==> src/rtl/knap_pkg.sv <==
// Shared types and constants for the knapsack exhaustive-search slice.
// Holds the controller state enum and the default item count.
package knap_pkg;

    localparam int KNAP_N_ITEMS = 5;

    localparam logic [KNAP_N_ITEMS-1:0] KNAP_CAND_MAX =
        KNAP_N_ITEMS'((1 << KNAP_N_ITEMS) - 1);

    typedef enum logic [1:0] {
        IDLE,
        SWEEP,
        DRAIN,
        DONE
    } knap_search_state_t;

endpackage

==> src/rtl/knap_sol_reg.sv <==
// Single-entry ready/valid hold register for one solution vector.
// free is high when a load this cycle cannot overwrite unconsumed data.
module knap_sol_reg #(
    parameter int W = 5
) (
    input  logic         clk,
    input  logic         rst,
    input  logic         load,
    input  logic         clear,
    input  logic [W-1:0] din,
    input  logic         ready,
    output logic         valid,
    output logic [W-1:0] data,
    output logic         free
);

    assign free = !valid || ready;

    // Valid flag: clear wins, then load, then drop on a transfer.
    always_ff @(posedge clk) begin
        if (rst) begin
            valid <= 1'b0;
        end else if (clear) begin
            valid <= 1'b0;
        end else if (load) begin
            valid <= 1'b1;
        end else if (valid && ready) begin
            valid <= 1'b0;
        end
    end

    // Data is only written on a load so it stays stable while stalled.
    always_ff @(posedge clk) begin
        if (rst) begin
            data <= '0;
        end else if (load && !clear) begin
            data <= din;
        end
    end

endmodule

==> src/rtl/knap_search_ctrl.sv <==
// Exhaustive-search controller driving a knapsack validity checker.
// Define KNAP_SEARCH_FIRST_ONLY_EN to stop the sweep at the first solution.
module knap_search_ctrl
    import knap_pkg::*;
#(
    parameter int N_ITEMS = KNAP_N_ITEMS
) (
    input  logic               clk,
    input  logic               rst,
    input  logic               start,
    input  logic               abort,
    output logic [N_ITEMS-1:0] cand,
    input  logic               chk_valid,
    output logic               sol_valid,
    input  logic               sol_ready,
    output logic [N_ITEMS-1:0] sol_data,
    output logic [N_ITEMS:0]   sol_count,
    output logic               busy,
    output logic               done
);

    localparam logic [N_ITEMS-1:0] CAND_LAST = '1;
    localparam logic [N_ITEMS:0]   CNT_MAX   = {1'b1, {N_ITEMS{1'b0}}};

    knap_search_state_t state, state_n;

    logic sol_free;
    logic sol_load;
    logic sol_clear;
    logic cand_clr;
    logic cand_adv;
    logic last;

    assign last = (cand == CAND_LAST);
    assign busy = (state == SWEEP) || (state == DRAIN);

    knap_sol_reg #(
        .W(N_ITEMS)
    ) u_sol_reg (
        .clk  (clk),
        .rst  (rst),
        .load (sol_load),
        .clear(sol_clear),
        .din  (cand),
        .ready(sol_ready),
        .valid(sol_valid),
        .data (sol_data),
        .free (sol_free)
    );

    // Next-state and datapath controls; abort overrides everything.
    always_comb begin
        state_n   = state;
        sol_load  = 1'b0;
        sol_clear = 1'b0;
        cand_clr  = 1'b0;
        cand_adv  = 1'b0;
        unique case (state)
            IDLE, DONE: begin
                if (start) begin
                    state_n  = SWEEP;
                    cand_clr = 1'b1;
                end
            end
            SWEEP: begin
                if (chk_valid) begin
                    if (sol_free) begin
                        sol_load = 1'b1;
`ifdef KNAP_SEARCH_FIRST_ONLY_EN
                        state_n = DRAIN;
`else
                        if (last) begin
                            state_n = DRAIN;
                        end else begin
                            cand_adv = 1'b1;
                        end
`endif
                    end
                end else if (last) begin
                    state_n = sol_free ? DONE : DRAIN;
                end else begin
                    cand_adv = 1'b1;
                end
            end
            DRAIN: begin
                if (sol_free) begin
                    state_n = DONE;
                end
            end
            default: state_n = IDLE;
        endcase
        if (abort) begin
            state_n   = IDLE;
            sol_load  = 1'b0;
            sol_clear = 1'b1;
            cand_clr  = 1'b0;
            cand_adv  = 1'b0;
        end
    end

    // State register.
    always_ff @(posedge clk) begin
        if (rst) begin
            state <= IDLE;
        end else begin
            state <= state_n;
        end
    end

    // Candidate counter; holds at all-ones rather than wrapping.
    always_ff @(posedge clk) begin
        if (rst) begin
            cand <= '0;
        end else if (cand_clr) begin
            cand <= '0;
        end else if (cand_adv) begin
            cand <= cand + 1'b1;
        end
    end

    // Solution counter, saturating at 2^N_ITEMS.
    always_ff @(posedge clk) begin
        if (rst) begin
            sol_count <= '0;
        end else if (cand_clr) begin
            sol_count <= '0;
        end else if (sol_load && (sol_count != CNT_MAX)) begin
            sol_count <= sol_count + 1'b1;
        end
    end

    // One-cycle done pulse on entry to DONE.
    always_ff @(posedge clk) begin
        if (rst) begin
            done <= 1'b0;
        end else begin
            done <= (state_n == DONE) && (state != DONE);
        end
    end

endmodule
==> config.mk <==
export PLATFORM = sky130hd
export DESIGN_NAME = knap_search_ctrl
export DESIGN_NICKNAME = d
export VERILOG_FILES = /design/src/rtl/knap_pkg.sv /design/src/rtl/knap_sol_reg.sv /design/src/rtl/knap_search_ctrl.sv
export SDC_FILE = /design/constraint.sdc
export NUM_CORES = 1
export LEC_CHECK = 0
export ABC_CLOCK_PERIOD_IN_PS = 3500
export BUFFER_PORTS_ARGS = -buffer_cell sky130_fd_sc_hd__buf_4
export CAP_MARGIN = 0
export CORE_UTILIZATION = 50
export DETAILED_ROUTE_END_ITERATION = 6
export PLACE_DENSITY_LB_ADDON = 0.05
export SKIP_LAST_GASP = 1
export SLEW_MARGIN = 0
export SYNTH_ARGS = -nofsm -noshare
export SYNTH_HDL_FRONTEND = slang
export SYNTH_HIERARCHICAL = 1
export SYNTH_SLANG_ARGS = --single-unit
==> constraint.sdc <==
create_clock -name clk -period 3.5 [get_ports clk]
set_input_delay 0.175 -clock clk [delete_from_list [all_inputs] [get_ports clk]]
set_output_delay 0.175 -clock clk [all_outputs]
set_load 0.01 [all_outputs]
==> run summary, run 1 <==
Timing analysis after detailed placement gives a worst setup slack of 1610 ps. In the finished design, the share of the clock period the worst path needs comes to 54.3%. The total cell area at the placement stage was 1260 sq um.

The most critical setup path has its startpoint at cand[0]$_SDFFE_PP0P_. Once routing completed, OpenROAD measured the worst setup slack at 1600 ps. Floorplan die area: 2320 sq um.

Across the run, the number of max-cap violations was 0. Global routing used 18.5% of the available tracks. The number of nets handed over by synthesis was 123. Port buffering added 24 buffers. For the final routed database, the setup TNS stands at 0 ps.

The number of instances in the synthesized netlist came out at 110. Category of the critical setup timing path: flop to flop. The clock passes through at most 2 buffers. The logs give 835 for the total number of vias and 161 for the non-filler instance count after layout.

Length of the first detailed-routing pass in iterations: 4. Number of nets in the layout: 148. The signal on the critical path passes through ha_1 > and3_1 > ha_1 > or4b_1 > xor2_1 > nor2_2. For the pin with the worst max-slew slack, the measured transition is 837 ps. After detailed routing, the number of remaining DRC violations is 0. Entering global routing, the biggest net connects 15 pins. The flow ran to the end, and the final reports show no timing, DRC or antenna violations. The proportion of layout cells with a drive suffix above 1 came out at 29.9%. The tools report the final hold slack as 120 ps.

The worst register-to-register path begins at cand[0]$_SDFFE_PP0P_. The path class of the tightest hold or removal check is primary input to flop. The clock-pin slew on the worst setup and hold paths came out at 110 ps. The number of hold-repair buffers added at the cts stage came out at 0. The critical path arrival was 2070 ps. The congestion estimate from routability-driven global placement came to 0.793. The vertical die dimension is 48.2 microns.

The worst hold path begins at abort. In this run the remaining antenna-violating nets after routing total 0. The first routing iteration left 8 violations.

Synthesis instantiated 40 different standard cells from the library. Overall power consumption after layout is estimated at 0.403 mW. The wire length of the first global-routing pass came out at 2980 microns. Once placement completed, the tool counted placed cells totaling 157.

Category of the worst setup path capture point: a flop. TritonCTS built the clock tree. The post-synthesis cell area came out at 1070 sq um. The most numerous cell type found on the critical path is sky130_fd_sc_hd__ha_1.

CTS saw 20 sinks. In the global route stage, met3 resource usage came out at 2.22%. Post-CTS timing repair inserted 0 buffers for setup. Setup repair after global routing left no endpoint under its margin. VDD sags by at most 0.221 mV.

The wire-length estimate of the detail-placed layout is 1470 microns. The logs give 28.1% for the routing usage on met1 and 25 for the number of primary I/O pins. The count of endpoints failing hold in the final timing report is 0. The slowest stage of the critical path is the sky130_fd_sc_hd__or4b_1 cell. The analysis attributes to cell leakage a power of 0.556 nW. For the via count of the first global-routing pass, the log shows 669. After synthesis, flip-flops and latches occupy 37.6% of the total area. For the finished layout, the period the worst path requires is 1900 ps. The run gives 300 ps as the source-to-sink clock delay at the later pin of the worst-skew pair. The average cell area after synthesis is 9.69 sq um. The maximum level of the CTS H-tree is 1. In this run the standard cell core region covers 1980 sq um. The number of vias per cell after detailed routing is 5.19. The max-slew violation count is 0, and the TritonCTS buffer count is 3. Of all nets on the critical path, the largest fanout is 6.

After floorplanning, the core was divided into 16 placement rows. Total of flip-flops plus latches after synthesis: 20. The highest clock frequency the design can meet is 0.526 GHz, and the number of warnings printed during yosys synthesis is 6.

In this run the tightest slew margin relative to its limit is 44.1%. The run gives 0 as the count of cells resized by post-cts repair. Setup violations remaining at the end of the flow were counted as 0. The overall routed net length is 1970 microns.

The run gives 26.4% as the met2 usage in global routing. The starting utilization of the core area is 53.8%. Dividing the detail-routed wire length by the instance count gives 12.2 microns. Clock tree synthesis selected as its root buffer the cell sky130_fd_sc_hd__clkbuf_4. The initial antenna violation count is 0. Measured along the x axis, the die boundary spans 48.2 microns. Cells fill 65.4% of the core in the end. Global routing finished with a remaining overflow of 0.

Clock skew on the completed layout was measured at 6.96 ps. The worst setup path is launched from a flop. The synthesis-to-layout area growth works out to 21.6%.

For this design the ratio of total power to cell area is 311 nW/um^2. The highest cell delay on the worst timing path came out at 550 ps. After routing the design area is 1300 sq um.

The tools report the antenna cell count as 0. STA puts the critical path data required time at 3670 ps. The layer flagged by global routing as most heavily used is met1.
[per-layer routing]
metal / up-vias / part of all wire, %
li1: 436 / -
met1: 382 / 53
met2: 13 / 43
met3: 4 / 2.6
met4: 0 / 0.97
met5: - / 0
[worst max-delay path: cells and delay by family (launching register included)]
| kind | cells | cell delay (ps) |
|---|---|---|
| and+or+nand+nor | 3 | 770 |
| adders and majority gates | 2 | 440 |
| DFF | 1 | 370 |
| xor gates and xnor gates | 1 | 180 |
[logic make-up (layout without fill, tap and decap cells)]
group                      count (synthesis)  count (layout)  synth area share (%)
buffers and inverters                     10              34                  3.99
muxes                                      3               3                  2.82
AOI/OAI and AO/OA                         17              17                  11.9
xor gates and xnor gates                   8               8                  6.57
and+or+nand+nor                           45              45                  29.0
adders and majority gates                  7               7                  8.22
DFF                                       20              20                  37.6
[final timing paths]
| kind | end | cells after the start | slack [ps] |
|---|---|---|---|
| max | cand[2]$_SDFFE_PP0P_ | 6 | 1600 |
| min | u_sol_reg/valid$_SDFFE_PP0P_ | 2 | 120 |
| min reg2reg | u_sol_reg/data[3]$_SDFFE_PP0P_ | 2 | 490 |
| max reg2reg | cand[2]$_SDFFE_PP0P_ | 6 | 1600 |
[state kept, by name, indices dropped and copies added (netlist names)]
signal,flops
sol_count,6
cand,5
u_sol_reg/data,5
state,2
done,1
u_sol_reg/valid,1
[power breakdown]
part | leakage, nW | internal [mW] | switching [mW]
clock network | 0.0210 | 0.0634 | 0.0704
logic | 0.374 | 0.0180 | 0.0196
registers | 0.161 | 0.229 | 0.00197
total | 0.556 | 0.311 | 0.0920
[layout make-up]
class                   count  area [sq um]
fillers                   170           686
multi-input cells          80           623
flip-flops and latches     20           400
repair buffers             24           180
clock buffers               4          36.3
well taps                  27          33.8
inverters                   6          22.5
[cells in the mapped netlist]
cell	number	area share, %
sky130_fd_sc_hd__or4b_1	1	0.94
sky130_fd_sc_hd__nor2_2	2	1.2
sky130_fd_sc_hd__inv_1	6	2.1
sky130_fd_sc_hd__nand2b_4	1	1.3
sky130_fd_sc_hd__buf_1	1	0.35
sky130_fd_sc_hd__nor3_1	1	0.47
sky130_fd_sc_hd__clkbuf_2	1	0.47
sky130_fd_sc_hd__and4b_1	1	0.94
sky130_fd_sc_hd__nand4b_1	1	0.82
sky130_fd_sc_hd__or4_1	1	0.70
sky130_fd_sc_hd__ha_1	7	8.2
sky130_fd_sc_hd__nor2b_1	1	0.59
sky130_fd_sc_hd__and2b_4	1	0.94
sky130_fd_sc_hd__clkbuf_1	1	0.35
sky130_fd_sc_hd__nor4b_1	1	0.82
sky130_fd_sc_hd__nor4b_2	1	1.4
sky130_fd_sc_hd__or3_1	1	0.59
sky130_fd_sc_hd__mux2i_1	3	2.8
sky130_fd_sc_hd__dfxtp_1	20	38
sky130_fd_sc_hd__nor3b_1	1	0.70
sky130_fd_sc_hd__o22a_2	1	0.94
sky130_fd_sc_hd__a21oi_1	5	2.3
sky130_fd_sc_hd__a22oi_1	1	0.70
sky130_fd_sc_hd__nand4_1	2	1.2
sky130_fd_sc_hd__xnor2_1	2	1.6
sky130_fd_sc_hd__a211oi_1	1	0.70
sky130_fd_sc_hd__o21ai_2	5	4.1
sky130_fd_sc_hd__and3_1	2	1.2
sky130_fd_sc_hd__xor2_1	6	4.9
sky130_fd_sc_hd__nand2_1	4	1.4
sky130_fd_sc_hd__a211o_1	1	0.82
sky130_fd_sc_hd__a21boi_2	1	1.1
sky130_fd_sc_hd__buf_4	1	0.70
sky130_fd_sc_hd__or3b_1	1	0.82
sky130_fd_sc_hd__nand2b_1	7	4.1
sky130_fd_sc_hd__o21ai_0	1	0.47
sky130_fd_sc_hd__nor2_1	9	3.2
sky130_fd_sc_hd__o21bai_1	1	0.70
sky130_fd_sc_hd__nand3_1	1	0.47
sky130_fd_sc_hd__nand4bb_1	5	5.3
[cell usage in the layout (no fill, tap or decap), types with 2 or more instances in the layout]
cell | Yosys | routed
sky130_fd_sc_hd__mux2i_1 | 3 | 3
sky130_fd_sc_hd__nor2_2 | 2 | 2
sky130_fd_sc_hd__clkbuf_4 | 0 | 3
sky130_fd_sc_hd__xor2_1 | 6 | 6
sky130_fd_sc_hd__nand4_1 | 2 | 2
sky130_fd_sc_hd__nand2b_1 | 7 | 7
sky130_fd_sc_hd__buf_4 | 1 | 24
sky130_fd_sc_hd__nand4bb_1 | 5 | 5
sky130_fd_sc_hd__ha_1 | 7 | 7
sky130_fd_sc_hd__xnor2_1 | 2 | 2
sky130_fd_sc_hd__nand2_1 | 4 | 4
sky130_fd_sc_hd__nor2_1 | 9 | 9
sky130_fd_sc_hd__and3_1 | 2 | 2
sky130_fd_sc_hd__a21oi_1 | 5 | 5
sky130_fd_sc_hd__dfxtp_1 | 20 | 20
sky130_fd_sc_hd__o21ai_2 | 5 | 5
sky130_fd_sc_hd__inv_1 | 6 | 6
Note: power is estimated with default switching activity, not from simulation.
==> run 2: changes to the inputs <==
- ABC_AREA: not set -> 1
- ABC_CLOCK_PERIOD_IN_PS: 3500 -> 1650
- CORE_UTILIZATION: 50 -> 47
- clock period: 3.5 -> 1.65 ns (I/O delays scaled with it)
==> run summary, run 2 <==
The flow ran to the end, and the final reports show no timing, DRC or antenna violations. The run gives 1380 sq um as the final instance area. Across the run, the number of max-cap violations was 0. Clock skew on the completed layout was measured at 4.10 ps.

IR analysis of the VDD net gives a maximum drop of 0.380 mV. Counting the buffers created by CTS gives 3. The worst setup slack after placement was 134 ps.

The maximum level of the CTS H-tree is 1. Most common cell after layout, fill and taps aside: sky130_fd_sc_hd__nand2_1. The tools report the TritonCTS sink count as 20. For the max-slew violation count, the log shows 0. The first-iteration detailed-routing DRC count was 11; the routability congestion estimate was 0.793. Leaving out fill and tap cells, the most frequent cells in the layout are 37 x sky130_fd_sc_hd__nand2_1, 29 x sky130_fd_sc_hd__nor2_1, 28 x sky130_fd_sc_hd__buf_4.

The via count of the first global-routing pass was 924. Setup repair after global routing left no endpoint under its margin. Sorting the synthesized cells by how often they occur yields 37 x sky130_fd_sc_hd__nand2_1, 29 x sky130_fd_sc_hd__nor2_1, 20 x sky130_fd_sc_hd__dfxtp_1.

Counting along the longest clock path gives a buffer depth of 2. The count of endpoints failing hold in the final timing report is 0. Category of the critical setup timing path: flop to flop. The largest area contributor in the synthesized netlist was sky130_fd_sc_hd__dfxtp_1. The power density relative to cell area is 657 nW/um^2, and the synthesis-to-layout area growth is 27.1%. 25 I/O pins were placed. After clock tree synthesis, the clock-pin slew on the worst setup and hold paths is 110 ps.

The run gives 2130 microns as the overall routed net length. The final critical path time including I/O delays and setup came out at 1510 ps. The detail route stage leaves a number of antenna-violating nets equal to 0. After clock tree synthesis, the setup repair step added 0 buffers.

The static power due to leakage is 0.643 nW, and the post-synthesis cell area is 1080 sq um. The sequential cell area fraction in the yosys report was 37.0%. In this run the worst hold path is classified as primary input to flop.

Measured along the y axis, the die boundary spans 50.0 microns. The dominant synthesized flop cell is sky130_fd_sc_hd__dfxtp_1. The total of flip-flops plus latches after synthesis works out to 20. For this run the aggregate overflow at the end of global routing stands at 0. The pre-antenna-repair detailed-routing pass consisted of 4 iterations.

Counting every net in the synthesized netlist gives 170. The critical path starts at cand[1]$_SDFFE_PP0P_. The number of synthesized flops with an enable pin is 0. Antenna cell count: 0. During placement, the flow inserted port buffers numbering 24. At the later pin of the worst-skew pair, clock insertion delay measures 290 ps.

For the worst setup path, the data required time is 1850 ps. In the routed layout, each cell is associated on average with a via count of 4.72. The total core area came out at 2190 sq um. The floorplan step set the die width to 50.0 microns. The fraction of synthesized cell area taken by the top area cell type works out to 37.0%. The total number of vias is 1028. The number of nets in the layout was 204.

The root buffer cell chosen for the clock tree is sky130_fd_sc_hd__clkbuf_4. Entering global routing, the biggest net connects 12 pins. Sorting the synthesized cells by area gives the leading types as sky130_fd_sc_hd__dfxtp_1 37%, sky130_fd_sc_hd__nand2_1 13%, sky130_fd_sc_hd__nor2_1 10%.

Setup slack closes at 142 ps. Share of async-settable or async-resettable flops after synthesis: 0%. Data on the critical path arrives at its endpoint at 1710 ps. The proportion of layout cells with a drive suffix above 1 was 23.7%. TritonCTS built the clock tree. By instance count, the leading cell after synthesis is sky130_fd_sc_hd__nand2_1. The die covers 2500 sq um. Dividing the final minimum period by the clock period gives 91.4%.

Dividing the detail-routed wire length by the instance count gives 9.79 microns. For the wire length of the first global-routing pass, the log shows 3730 microns. Headroom to the max-slew limit came out at 83.9%. In this run the most critical hold path is launched from abort.

Category of the worst setup path launch point: a flop. After detailed routing, the number of remaining DRC violations is 0. The highest clock frequency the design can meet is 0.663 GHz. For this configuration, the core starts out at a cell density of 49.4%. The peak fanout along the critical path is 5. For the pin with the worst max-slew slack, the measured transition is 240 ps. For the initial antenna violation count, the log shows 0. The register ranked first by flip-flop count is sol_count.

The total global routing track utilization was 19.5%. The tools report the number of instances in the synthesized netlist as 157. Summing all placed instances gives a cell area of 1330 sq um. After routing, the total negative slack on setup checks comes to 0 ps. The register with the most flip-flops in the layout has 6 of them.

During synthesis, Yosys emitted a total of 6 warnings. Final HPWL from detailed placement: 1630 microns. After synthesis, the netlist uses 21 different library cells. In the final layout, the registers with the most flip-flops are sol_count: 6 flops, cand: 5 flops, u_sol_reg/data: 5 flops. Origin of the critical flop-to-flop path: cand[1]$_SDFFE_PP0P_.

Final number of setup-violating endpoints: 0. The category of the worst setup path capture point was a flop. The average cell area after synthesis was 6.89 sq um; the number of core rows was 17.
-- run 2: changes by cell type in the layout (fill, tap and decap cells not counted), sizes merged, moves of 2 or more --
cell / before / now
nand2: 4 / 40
and3: 2 / 0
nand4bb: 5 / 0
buf: 24 / 28
mux2i: 3 / 0
nor4b: 2 / 0
nand2b: 8 / 0
nand3: 1 / 10
nor2: 11 / 31
inv: 6 / 24
a21oi: 5 / 9
o21ai: 6 / 4
a31oi: 0 / 2
xor2: 6 / 4
-- run 2: routing by layer --
metal	GRT usage, %	wire, microns	up-vias
met5	0	0	-
met4	8.57	25	0
met3	3.09	69	4
met2	31.3	953	19
met1	25.2	1090	452
li1	-	-	553
-- run 2: cell type report --
| cell class | count | area (sq um) |
|---|---|---|
| Fill cell | 198 | 816 |
| Multi-Input combinational cell | 113 | 592 |
| Clock buffer | 4 | 36.3 |
| Timing Repair Buffer | 29 | 220 |
| Sequential cell | 20 | 402 |
| Tap cell | 28 | 35.0 |
| Inverter | 24 | 90.1 |
-- run 2: worst max-delay path: stages, from the launching register on --
cell and delay, ps:
sky130_fd_sc_hd__dfxtp_2 360, sky130_fd_sc_hd__ha_1 210, sky130_fd_sc_hd__nand2_1 80, sky130_fd_sc_hd__nor2_1 40, sky130_fd_sc_hd__ha_1 210, sky130_fd_sc_hd__nor2_1 140, sky130_fd_sc_hd__nand2_2 100, sky130_fd_sc_hd__inv_2 100
sky130_fd_sc_hd__nand3_1 70, sky130_fd_sc_hd__nand2_1 70, sky130_fd_sc_hd__nor2_1 40
-- run 2: kinds of logic after synthesis --
family	after synthesis	synth area share, %
AO/OA/AOI/OAI	15	7.75
buffers and inverters	24	8.32
AND/OR/NAND/NOR	86	34.8
flip-flops	20	37.0
XOR/XNOR	5	4.05
adder cells (fa/ha/maj)	7	8.09
-- run 2: metrics by stage --
step                      instances  utilization [%]  total power, mW  hold WS, ps
after floorplan                 157                -            0.580          155
after global placement          213             60.6            0.632          289
after detailed placement        213             60.6            0.634          293
after CTS                       218             62.7            0.918          102
after global routing            218             62.8            0.955          136
final                           218             62.8            0.904          114
-- run 2: worst paths after layout --
check,depth (start not counted),slack (ps),endpoint
worst min register to register,2,490,u_sol_reg/data[2]$_SDFFE_PP0P_
worst max register to register,10,140,cand[2]$_SDFFE_PP0P_
worst min-delay path,4,110,state[0]$_SDFF_PP0_
worst max-delay path,10,140,cand[2]$_SDFFE_PP0P_
-- run 2: repair_timing --
action,in CTS,in global routing
resized for setup,0,1
hold buffers,1,0
endpoints found under the setup margin,0,2
hold endpoints to repair,1,0
-- run 2: report_power, final --
| part | switching, mW | internal (mW) |
|---|---|---|
| registers | 0.00716 | 0.492 |
| logic | 0.0696 | 0.0556 |
| clock network | 0.145 | 0.134 |
| total | 0.221 | 0.682 |
